$ cat config.mk
export PLATFORM = sky130hd
export DESIGN_NAME = mux8_serializer
export DESIGN_NICKNAME = d
export VERILOG_FILES = /design/src/rtl/mux8_serializer_pkg.sv /design/src/rtl/mux8to1.sv /design/src/rtl/mux8_serializer.sv
export SDC_FILE = /design/constraint.sdc
export NUM_CORES = 1
export LEC_CHECK = 0
export ABC_CLOCK_PERIOD_IN_PS = 4800
export CORE_MARGIN = 8
export CORE_UTILIZATION = 40
export DETAILED_ROUTE_END_ITERATION = 6
export PLACE_DENSITY = 0.68
export SLEW_MARGIN = 15
export SYNTH_ARGS = -nofsm -noshare
export SYNTH_HDL_FRONTEND = slang
export SYNTH_SLANG_ARGS = --single-unit
$ cat constraint.sdc
create_clock -name clk -period 4.8 [get_ports clk]
set_clock_uncertainty 0.2 [all_clocks]
set_input_delay 0.96 -clock clk [delete_from_list [all_inputs] [get_ports clk]]
set_output_delay 0.96 -clock clk [all_outputs]
set_load 0.02 [all_outputs]
$ cat src/rtl/mux8_serializer_pkg.sv
// Shared constants for the 8:1 serializer: widths, FSM encoding and the
// select start/end indices that depend on the bit order.
package mux8_serializer_pkg;

    localparam int DATA_W = 8;
    localparam int SEL_W  = 3;

    localparam logic [0:0] ST_IDLE  = 1'b0;
    localparam logic [0:0] ST_SHIFT = 1'b1;

    function automatic logic [SEL_W-1:0] sel_first(input logic lsb_first);
        return lsb_first ? 3'd0 : 3'd7;
    endfunction

    function automatic logic [SEL_W-1:0] sel_end(input logic lsb_first);
        return lsb_first ? 3'd7 : 3'd0;
    endfunction

endpackage

$ cat src/rtl/mux8to1.sv
// Plain 8:1 bit multiplexer; the serializer drives its select lines.
module mux8to1
    import mux8_serializer_pkg::*;
(
    input  logic [DATA_W-1:0] data,
    input  logic [SEL_W-1:0]  sel,
    output logic              y
);

    assign y = data[sel];

endmodule

$ cat src/rtl/mux8_serializer.sv
// Parallel-to-serial stage: registers an 8-bit word and walks the mux select
// across it, one bit per accepted downstream beat.
module mux8_serializer
    import mux8_serializer_pkg::*;
#(
    parameter bit LSB_FIRST = 1'b1,
    parameter int CNT_W     = 16
) (
    input  logic              clk,
    input  logic              rst,
    input  logic              in_valid,
    output logic              in_ready,
    input  logic [DATA_W-1:0] in_data,
    output logic              ser_valid,
    input  logic              ser_ready,
    output logic              ser_data,
    output logic [SEL_W-1:0]  ser_sel,
    output logic              ser_last,
    output logic              busy,
    output logic [CNT_W-1:0]  word_cnt
);

    logic [0:0]        state;
    logic [DATA_W-1:0] data_q;
    logic [SEL_W-1:0]  sel_q;
    logic [SEL_W-1:0]  sel_start;
    logic [SEL_W-1:0]  sel_stop;
    logic [SEL_W-1:0]  sel_next;
    logic [CNT_W-1:0]  cnt_q;
    logic              accept;
    logic              beat;

    assign sel_start = sel_first(LSB_FIRST);
    assign sel_stop  = sel_end(LSB_FIRST);
    // Only used on non-final beats, so the counter never wraps by arithmetic.
    assign sel_next  = LSB_FIRST ? sel_q + SEL_W'(1) : sel_q - SEL_W'(1);

    assign ser_valid = (state == ST_SHIFT);
    assign busy      = (state == ST_SHIFT);
    assign ser_sel   = sel_q;
    assign ser_last  = ser_valid && (sel_q == sel_stop);
    // Opening in_ready on the final beat lets the next word follow with no gap.
    assign in_ready  = (state == ST_IDLE) || (ser_last && ser_ready);
    assign accept    = in_valid && in_ready;
    assign beat      = ser_valid && ser_ready;
    assign word_cnt  = cnt_q;

    mux8to1 u_mux (
        .data (data_q),
        .sel  (sel_q),
        .y    (ser_data)
    );

    always_ff @(posedge clk) begin
        if (rst) begin
            state  <= ST_IDLE;
            data_q <= '0;
            sel_q  <= sel_start;
            cnt_q  <= '0;
        end else begin
            if (beat) begin
                if (ser_last) begin
                    cnt_q <= cnt_q + CNT_W'(1);
                    state <= ST_IDLE;
                end else begin
                    sel_q <= sel_next;
                end
            end
            // A new word overrides the return to IDLE on the final beat.
            if (accept) begin
                data_q <= in_data;
                sel_q  <= sel_start;
                state  <= ST_SHIFT;
            end
        end
    end

endmodule

==> results of run 1 <==
## where the power goes
group | total [mW] | internal (mW) | switching [mW]
sequential | 0.242 | 0.238 | 0.00441
clock | 0.0922 | 0.0294 | 0.0628
combinational | 0.0404 | 0.0218 | 0.0186
## per-layer routing
layer / GRT usage / up-vias
met5: 0 / -
met4: 0.04565 / 0
met3: 0.03235 / 2
met2: 0.1797 / 13
met1: 0.1294 / 516
li1: - / 537
## worst max path at each step
stage               endpoint  startpoint  cells after the start  slack (ns)
CTS                 in_ready   ser_ready                      3        1.25
floorplan           ser_data  ser_sel[0]                      2        2.26
global placement    in_ready   ser_ready                      3        1.27
global route        in_ready   ser_ready                      3        1.18
detailed placement  in_ready   ser_ready                      3        1.26
finish              in_ready   ser_ready                      3        1.25
## logic make-up after synthesis
kind of cell | count (synthesis) | share of synthesized area
compound gates | 8 | 0.03779
xor+xnor | 11 | 0.07097
fa+ha+maj | 3 | 0.02765
buf+inv | 9 | 0.03871
flops | 28 | 0.4129
mux | 15 | 0.1318
simple gates | 62 | 0.2802
## final cells by class
| type | count | area share |
|---|---|---|
| Tap cell | 46 | 0.03305 |
| Timing Repair Buffer | 35 | 0.1983 |
| Sequential cell | 28 | 0.3218 |
| Inverter | 3 | 0.006466 |
| Clock buffer | 3 | 0.01293 |
| Multi-Input combinational cell | 99 | 0.4274 |
## registers in the layout, indices dropped and copies added (netlist names)
register	count
data_q	8
word_cnt	16
busy	1
ser_sel	3
## layout by cell type (no fill, tap or decap)
cell type                         instances
sky130_fd_sc_hd__a21bo_2                  1
sky130_fd_sc_hd__a21o_1                   1
sky130_fd_sc_hd__a21oi_1                  4
sky130_fd_sc_hd__a31o_2                   1
sky130_fd_sc_hd__and2_1                   2
sky130_fd_sc_hd__and2_4                   1
sky130_fd_sc_hd__and3_1                   1
sky130_fd_sc_hd__buf_2                    1
sky130_fd_sc_hd__clkbuf_4                 3
sky130_fd_sc_hd__clkdlybuf4s50_1         34
sky130_fd_sc_hd__dfxtp_1                 28
sky130_fd_sc_hd__ha_1                     3
sky130_fd_sc_hd__inv_1                    3
sky130_fd_sc_hd__mux2_1                   2
sky130_fd_sc_hd__mux2_2                   1
sky130_fd_sc_hd__mux2i_1                 10
sky130_fd_sc_hd__mux4_2                   2
sky130_fd_sc_hd__nand2_1                  5
sky130_fd_sc_hd__nand3_1                  4
sky130_fd_sc_hd__nand3_2                  1
sky130_fd_sc_hd__nand3b_1                 1
sky130_fd_sc_hd__nand4_1                  5
sky130_fd_sc_hd__nand4_2                  2
sky130_fd_sc_hd__nand4_4                  1
sky130_fd_sc_hd__nor2_1                  23
sky130_fd_sc_hd__nor2_2                   1
sky130_fd_sc_hd__nor2b_1                  2
sky130_fd_sc_hd__nor3_1                   4
sky130_fd_sc_hd__nor3_2                   3
sky130_fd_sc_hd__nor3b_1                  1
sky130_fd_sc_hd__nor4_2                   4
sky130_fd_sc_hd__o21ai_0                  1
sky130_fd_sc_hd__or3_1                    1
sky130_fd_sc_hd__xnor2_1                  7
sky130_fd_sc_hd__xor2_1                   4
## worst max-delay path, cell delays in order
cell	delay, ns
sky130_fd_sc_hd__clkdlybuf4s50_1	0.62
sky130_fd_sc_hd__a21bo_2	0.20
sky130_fd_sc_hd__clkdlybuf4s50_1	0.60
==> impl_summary.txt, run 1 <==
----------------------------------------------------
[Status]
  Run status ... finished clean

[Hold path]
  Hold path cells ... 2
  Hold Path Class ... reg2reg
  Worst Hold End ... data_q[1]
  Min-delay src ... data_q[1]

[Final layout]
  # nets final ... 185
  Fill cell total of the finished layout ... 328
  Total area of multi-input combinational cells ... 744.5 um^2
  Cell Count, Final, Fillers Out ... 214
  Non-Filler Cell Area, Final ... 0.001742 mm^2
  Growth of design area from synthesis to finish ... 28.29%
  Antenna Cells ... 0
  Ratio of cells with drive above 1 in the final layout ... 0.1310
  Final core occ ... 0.5261
  Sequential cell area in the final layout ... 560.5 um^2

[CTS]
  Total of cells resized after clock tree synthesis ... 0
  Maximum buffer depth of the clock tree ... 2
  Clock buffers created by TritonCTS ... 3
  CTS tree ... built
  Clock insertion delay at the later pin of the skew report ... 0.32 ns
  Total number of H-tree levels ... 1
  Clock transition at the registers of the reported paths ... 0.13 ns
  Hold-fix buffers at CTS ... 0
  Clock root buffer ... sky130_fd_sc_hd__clkbuf_4
  TritonCTS Sinks ... 28
  Number of setup buffers added after CTS ... 0

[Pwr]
  Power per standard cell area ... 215.1 mW/mm^2
  Overall power after layout ... 374.5 uW
  Static leakage ... 0.6408 nW
  Worst-case vdd ir drop ... 0.0001308 V

[Detailed routing]
  Total iterations of the first detailed-routing run ... 3
  Routed length on met3 ... 168 um
  Highest layer used for signal routing ... met4
  Routed vias/inst ... 4.991
  DR iter-0 viols ... 41
  Routed wire length ... 2.847 mm
  Detail Route Antenna Nets ... 0
  DR DRC count ... 0
  Average detailed-routed wire length per instance ... 13.30 um
  Total length of routed met2 wires ... 1.407 mm
  Routed length on met1 ... 1.252 mm
  Vias ... 1068

[STA]
  Maximum frequency from static timing analysis ... 281.7 MHz
  Final TNS setup ... 0 ns
  Period utilisation layout ... 0.7397
  Number of max-slew violations in the final report ... 0
  Hold slack final ... 0.3139 ns
  Post-layout min period ... 3.550 ns
  Final setup margin ... 1.250 ns
  Transition time at the pin with the least slew margin ... 0.5849 ns
  Unrepaired setup endpoints after global routing ... no
  Final Setup Violations ... 0
  Worst max-slew margin expressed relative to the limit ... 0.6101
  Final hold vios ... 0

[Logic synthesis]
  Cells taking the most area after synthesis ... sky130_fd_sc_hd__dfxtp_1 (41%), sky130_fd_sc_hd__mux2i_1 (7.4%), sky130_fd_sc_hd__nor2_1 (6.4%)
  Count of different cell masters after synthesis ... 36
  Post-Syn Nets ... 151
  Largest area contributor in the netlist ... sky130_fd_sc_hd__dfxtp_1
  EDFF count, synth ... 0
  Most frequently used cell type in the post-synthesis netlist ... sky130_fd_sc_hd__dfxtp_1
  Post-synthesis sequential element count ... 28
  Total number of yosys warnings ... 0
  Gate count after technology mapping ... 136
  Area of the mapped netlist ... 0.001358 mm^2
  Yosys top cell area share ... 0.4129
  Per-instance average area after synthesis ... 9.982 um^2
  Most instantiated flip-flop cell in the synthesis netlist ... sky130_fd_sc_hd__dfxtp_1
  Leading cell types by count after synthesis ... sky130_fd_sc_hd__dfxtp_1 (28), sky130_fd_sc_hd__nor2_1 (23), sky130_fd_sc_hd__mux2i_1 (10)
  Portion of the post-synthesis area used by sequential elements ... 0.4129
  Async S/R FF share, synth ... 0

[Place]
  Instance area after placement ... 0.001724 mm^2
  Setup Slack @ Placement ... 1.262 ns
  Dpl hpwl ... 2.149 mm
  Routability cong. ... 0.7290
  Count of port buffers added during placement ... 35
  Cell count after placement ... 211

[Setup path]
  Register-to-Register Path Depth ... 6
  Worst-path maximum fanout ... 6
  Flop2flop setup slack ... 2.65 ns
  Crit path arrival time ... 2.39 ns
  Crit path launch type ... input pin
  Capture instance of the worst register-to-register path ... word_cnt[11]
  Worst path required time ... 3.64 ns
  Reg2Reg Launch Point ... ser_sel[0]
  Kind of critical path ... in2out
  Critical path endpoint category ... output pin

[Die]
  Initial core utilization ... 0.4101
  Die Wd ... 74.26 um
  Number of ports placed on the die boundary ... 36
  Chip height ... 74.26 um
  Die Footprint ... 0.005514 mm^2
  Standard cell core area ... 0.003311 mm^2
  Rows ... 21

[Global routing]
  Vias in the first global route ... 994
  Largest net degree at the start of global routing ... 32
  Total gr overflow ... 0
  Global routing usage summed across all routing layers ... 0.1094
  First-pass GRT wire length ... 4.664 mm
  Antenna violations before repair ... 0

[Run]
  Max capacitance violation total ... 0

----------------------------------------------------
Note: power is estimated with default switching activity, not from simulation.
==> run 2, diff against run 1 <==
ABC_CLOCK_PERIOD_IN_PS = 3640   (was 4800)
clock period = 3.64 ns   (was 4.8 ns; I/O delays follow)
==> run 2 against run 1 <==
  * Global-route usage fell by 0.40 points
  * Sequential power increased by 32%
  * Non-clock buffer count rose by 1
  * Final cell count is 0.93% higher
  * Critical path depth unchanged
  * Final area grew 1.5%
  * First-iteration DRC count is 46% higher
  * Via count increased by 1.9%
  * Critical endpoint unchanged
  * Largest cell class unchanged
  * Largest power group unchanged
==> impl_summary.txt, run 2 (same netlist as run 1, synthesis figures left out) <==
----------------------------------------------------
[Status]
  Run status ... finished clean

[Hold path]
  Hold Path Class ... reg2reg

[Final layout]
  Cell Count, Final, Fillers Out ... 216
  # nets final ... 186
  Sequential cell area in the final layout ... 560.5 um^2
  Growth of design area from synthesis to finish ... 30.23%
  Number of flip-flops in the largest register ... 16
  Antenna Cells ... 0
  Total area of multi-input combinational cells ... 744.5 um^2
  Most common cell after layout, fill and taps aside ... sky130_fd_sc_hd__clkdlybuf4s50_1
  Commonest cells after routing, fill and taps aside ... sky130_fd_sc_hd__clkdlybuf4s50_1 (35), sky130_fd_sc_hd__dfxtp_1 (28), sky130_fd_sc_hd__nor2_1 (23)
  Ratio of cells with drive above 1 in the final layout ... 0.1353
  Fill cell total of the finished layout ... 321

[Global routing]
  Largest net degree at the start of global routing ... 21
  Antenna violations before repair ... 0
  Vias in the first global route ... 977
  Total gr overflow ... 0
  First-pass GRT wire length ... 4.498 mm
  Global routing usage summed across all routing layers ... 0.1054

[Detailed routing]
  Total iterations of the first detailed-routing run ... 4
  DR iter-0 viols ... 60
  Vias ... 1088
  DR DRC count ... 0
  Routed wire length ... 2.787 mm
  Highest layer used for signal routing ... met4
  Average detailed-routed wire length per instance ... 12.90 um
  Total length of routed met2 wires ... 1.325 mm
  Routed length on met1 ... 1.211 mm
  Routed vias/inst ... 5.037
  Routed length on met3 ... 194 um
  Detail Route Antenna Nets ... 0

[CTS]
  Clock insertion delay at the later pin of the skew report ... 0.34 ns
  TritonCTS Sinks ... 28
  Maximum buffer depth of the clock tree ... 2
  Clock root buffer ... sky130_fd_sc_hd__clkbuf_4
  Hold-fix buffers at CTS ... 0
  Total number of H-tree levels ... 1
  Clock buffers created by TritonCTS ... 3
  Total of cells resized after clock tree synthesis ... 0
  Clock transition at the registers of the reported paths ... 0.14 ns
  CTS tree ... built
  Number of setup buffers added after CTS ... 0

[STA]
  Post-layout min period ... 3.094 ns
  Worst max-slew margin expressed relative to the limit ... 0.5295
  Period utilisation layout ... 0.8500
  Final hold vios ... 0
  Unrepaired setup endpoints after global routing ... no
  Maximum frequency from static timing analysis ... 323.2 MHz
  Transition time at the pin with the least slew margin ... 0.7035 ns
  Final TNS setup ... 0 ns
  Number of max-slew violations in the final report ... 0
  Final Setup Violations ... 0

[Die]
  Standard cell core area ... 0.003311 mm^2
  Initial core utilization ... 0.4101
  Chip height ... 74.26 um
  Die Footprint ... 0.005514 mm^2
  Rows ... 21
  Die Wd ... 74.26 um
  Number of ports placed on the die boundary ... 36

[Setup path]
  Worst path required time ... 2.71 ns
  Crit path arrival time ... 2.17 ns
  Bufs and invs on worst path ... 2
  Crit path launch type ... input pin
  Top cell family by delay on the critical path ... buffers and inverters
  Series of cell instances along the critical path ... clkdlybuf4s50_1, a21bo_2, clkdlybuf4s50_1
  Slowest stage cell, crit path ... sky130_fd_sc_hd__clkdlybuf4s50_1
  Kind of critical path ... in2out
  CP max stage delay ... 0.62 ns
  Cell repeated most along the worst path ... sky130_fd_sc_hd__clkdlybuf4s50_1
  Critical path endpoint category ... output pin
  Worst-path maximum fanout ... 6

[Pwr]
  Net switching fraction of the power ... 0.2312
  Power per standard cell area ... 297.7 mW/mm^2
  Part of the power in combinational logic ... 0.104
  Worst-case vdd ir drop ... 0.0001194 V
  Flop pwr share ... 0.606
  Int Pwr ... 404.7 uW
  Clock network power share ... 0.290
  Static leakage ... 0.6528 nW
  Switching Power ... 121.7 uW

[Place]
  Dpl hpwl ... 2.179 mm
  Count of port buffers added during placement ... 35
  Cell count after placement ... 212
  Routability cong. ... 0.7057

[Run]
  Max capacitance violation total ... 0

----------------------------------------------------
-- run 2: worst register-to-register path: cells and delay by family (launching register included) --
family	cells	cell delay [ns]
simple gates	3	0.69
flops	1	0.48
fa+ha+maj	2	0.50
compound gates	1	0.18
-- run 2: routing by layer --
metal / up-vias / track usage
met5: - / 0
met4: 0 / 0.05870
met3: 5 / 0.03369
met2: 27 / 0.1611
met1: 514 / 0.1276
li1: 542 / -
-- run 2: power by group through the flow --
stage	sequential [mW]	combinational, mW	clock (mW)
after floorplan	0.326	0.0312	0
after detailed placement	0.326	0.0548	0
after global routing	0.321	0.0590	0.170
final	0.319	0.0545	0.153
after global placement	0.325	0.0541	0
after CTS	0.319	0.0551	0.159
-- run 2: final timing paths --
check / start / slack, ns / cells past startpoint / endpoint
hold / removal: data_q[3] / 0.31 / 2 / data_q[3]
hold reg to reg: data_q[3] / 0.31 / 2 / data_q[3]
setup / recovery: ser_ready / 0.55 / 3 / in_ready
setup reg to reg: ser_sel[0] / 1.51 / 6 / word_cnt[14]
-- run 2: final cells by class --
| type | count | share of cell area |
|---|---|---|
| clock buffers | 4 | 0.02052 |
| flip-flops and latches | 28 | 0.3171 |
| multi-input cells | 99 | 0.4211 |
| repair buffers | 36 | 0.2024 |
| inverters | 3 | 0.006369 |
| well taps | 46 | 0.03255 |
-- run 2: metrics by stage --
| stage | utilization | power, mW | cell area [um^2] | worst slack (ns) | hold slack, ns |
|---|---|---|---|---|---|
| 2_1_floorplan | - | 0.3573 | 1358 | 1.328 | 0.2546 |
| 3_3_place_gp | 0.5231 | 0.3796 | 1732 | 0.5679 | 0.2740 |
| 3_5_place_dp | 0.5231 | 0.3807 | 1732 | 0.5465 | 0.2884 |
| 4_1_cts | 0.5340 | 0.5333 | 1768 | 0.5276 | 0.3177 |
| 5_1_grt | 0.5340 | 0.5494 | 1768 | 0.4461 | 0.3473 |
| 6_report | 0.5340 | 0.5264 | 1768 | 0.5458 | 0.3143 |
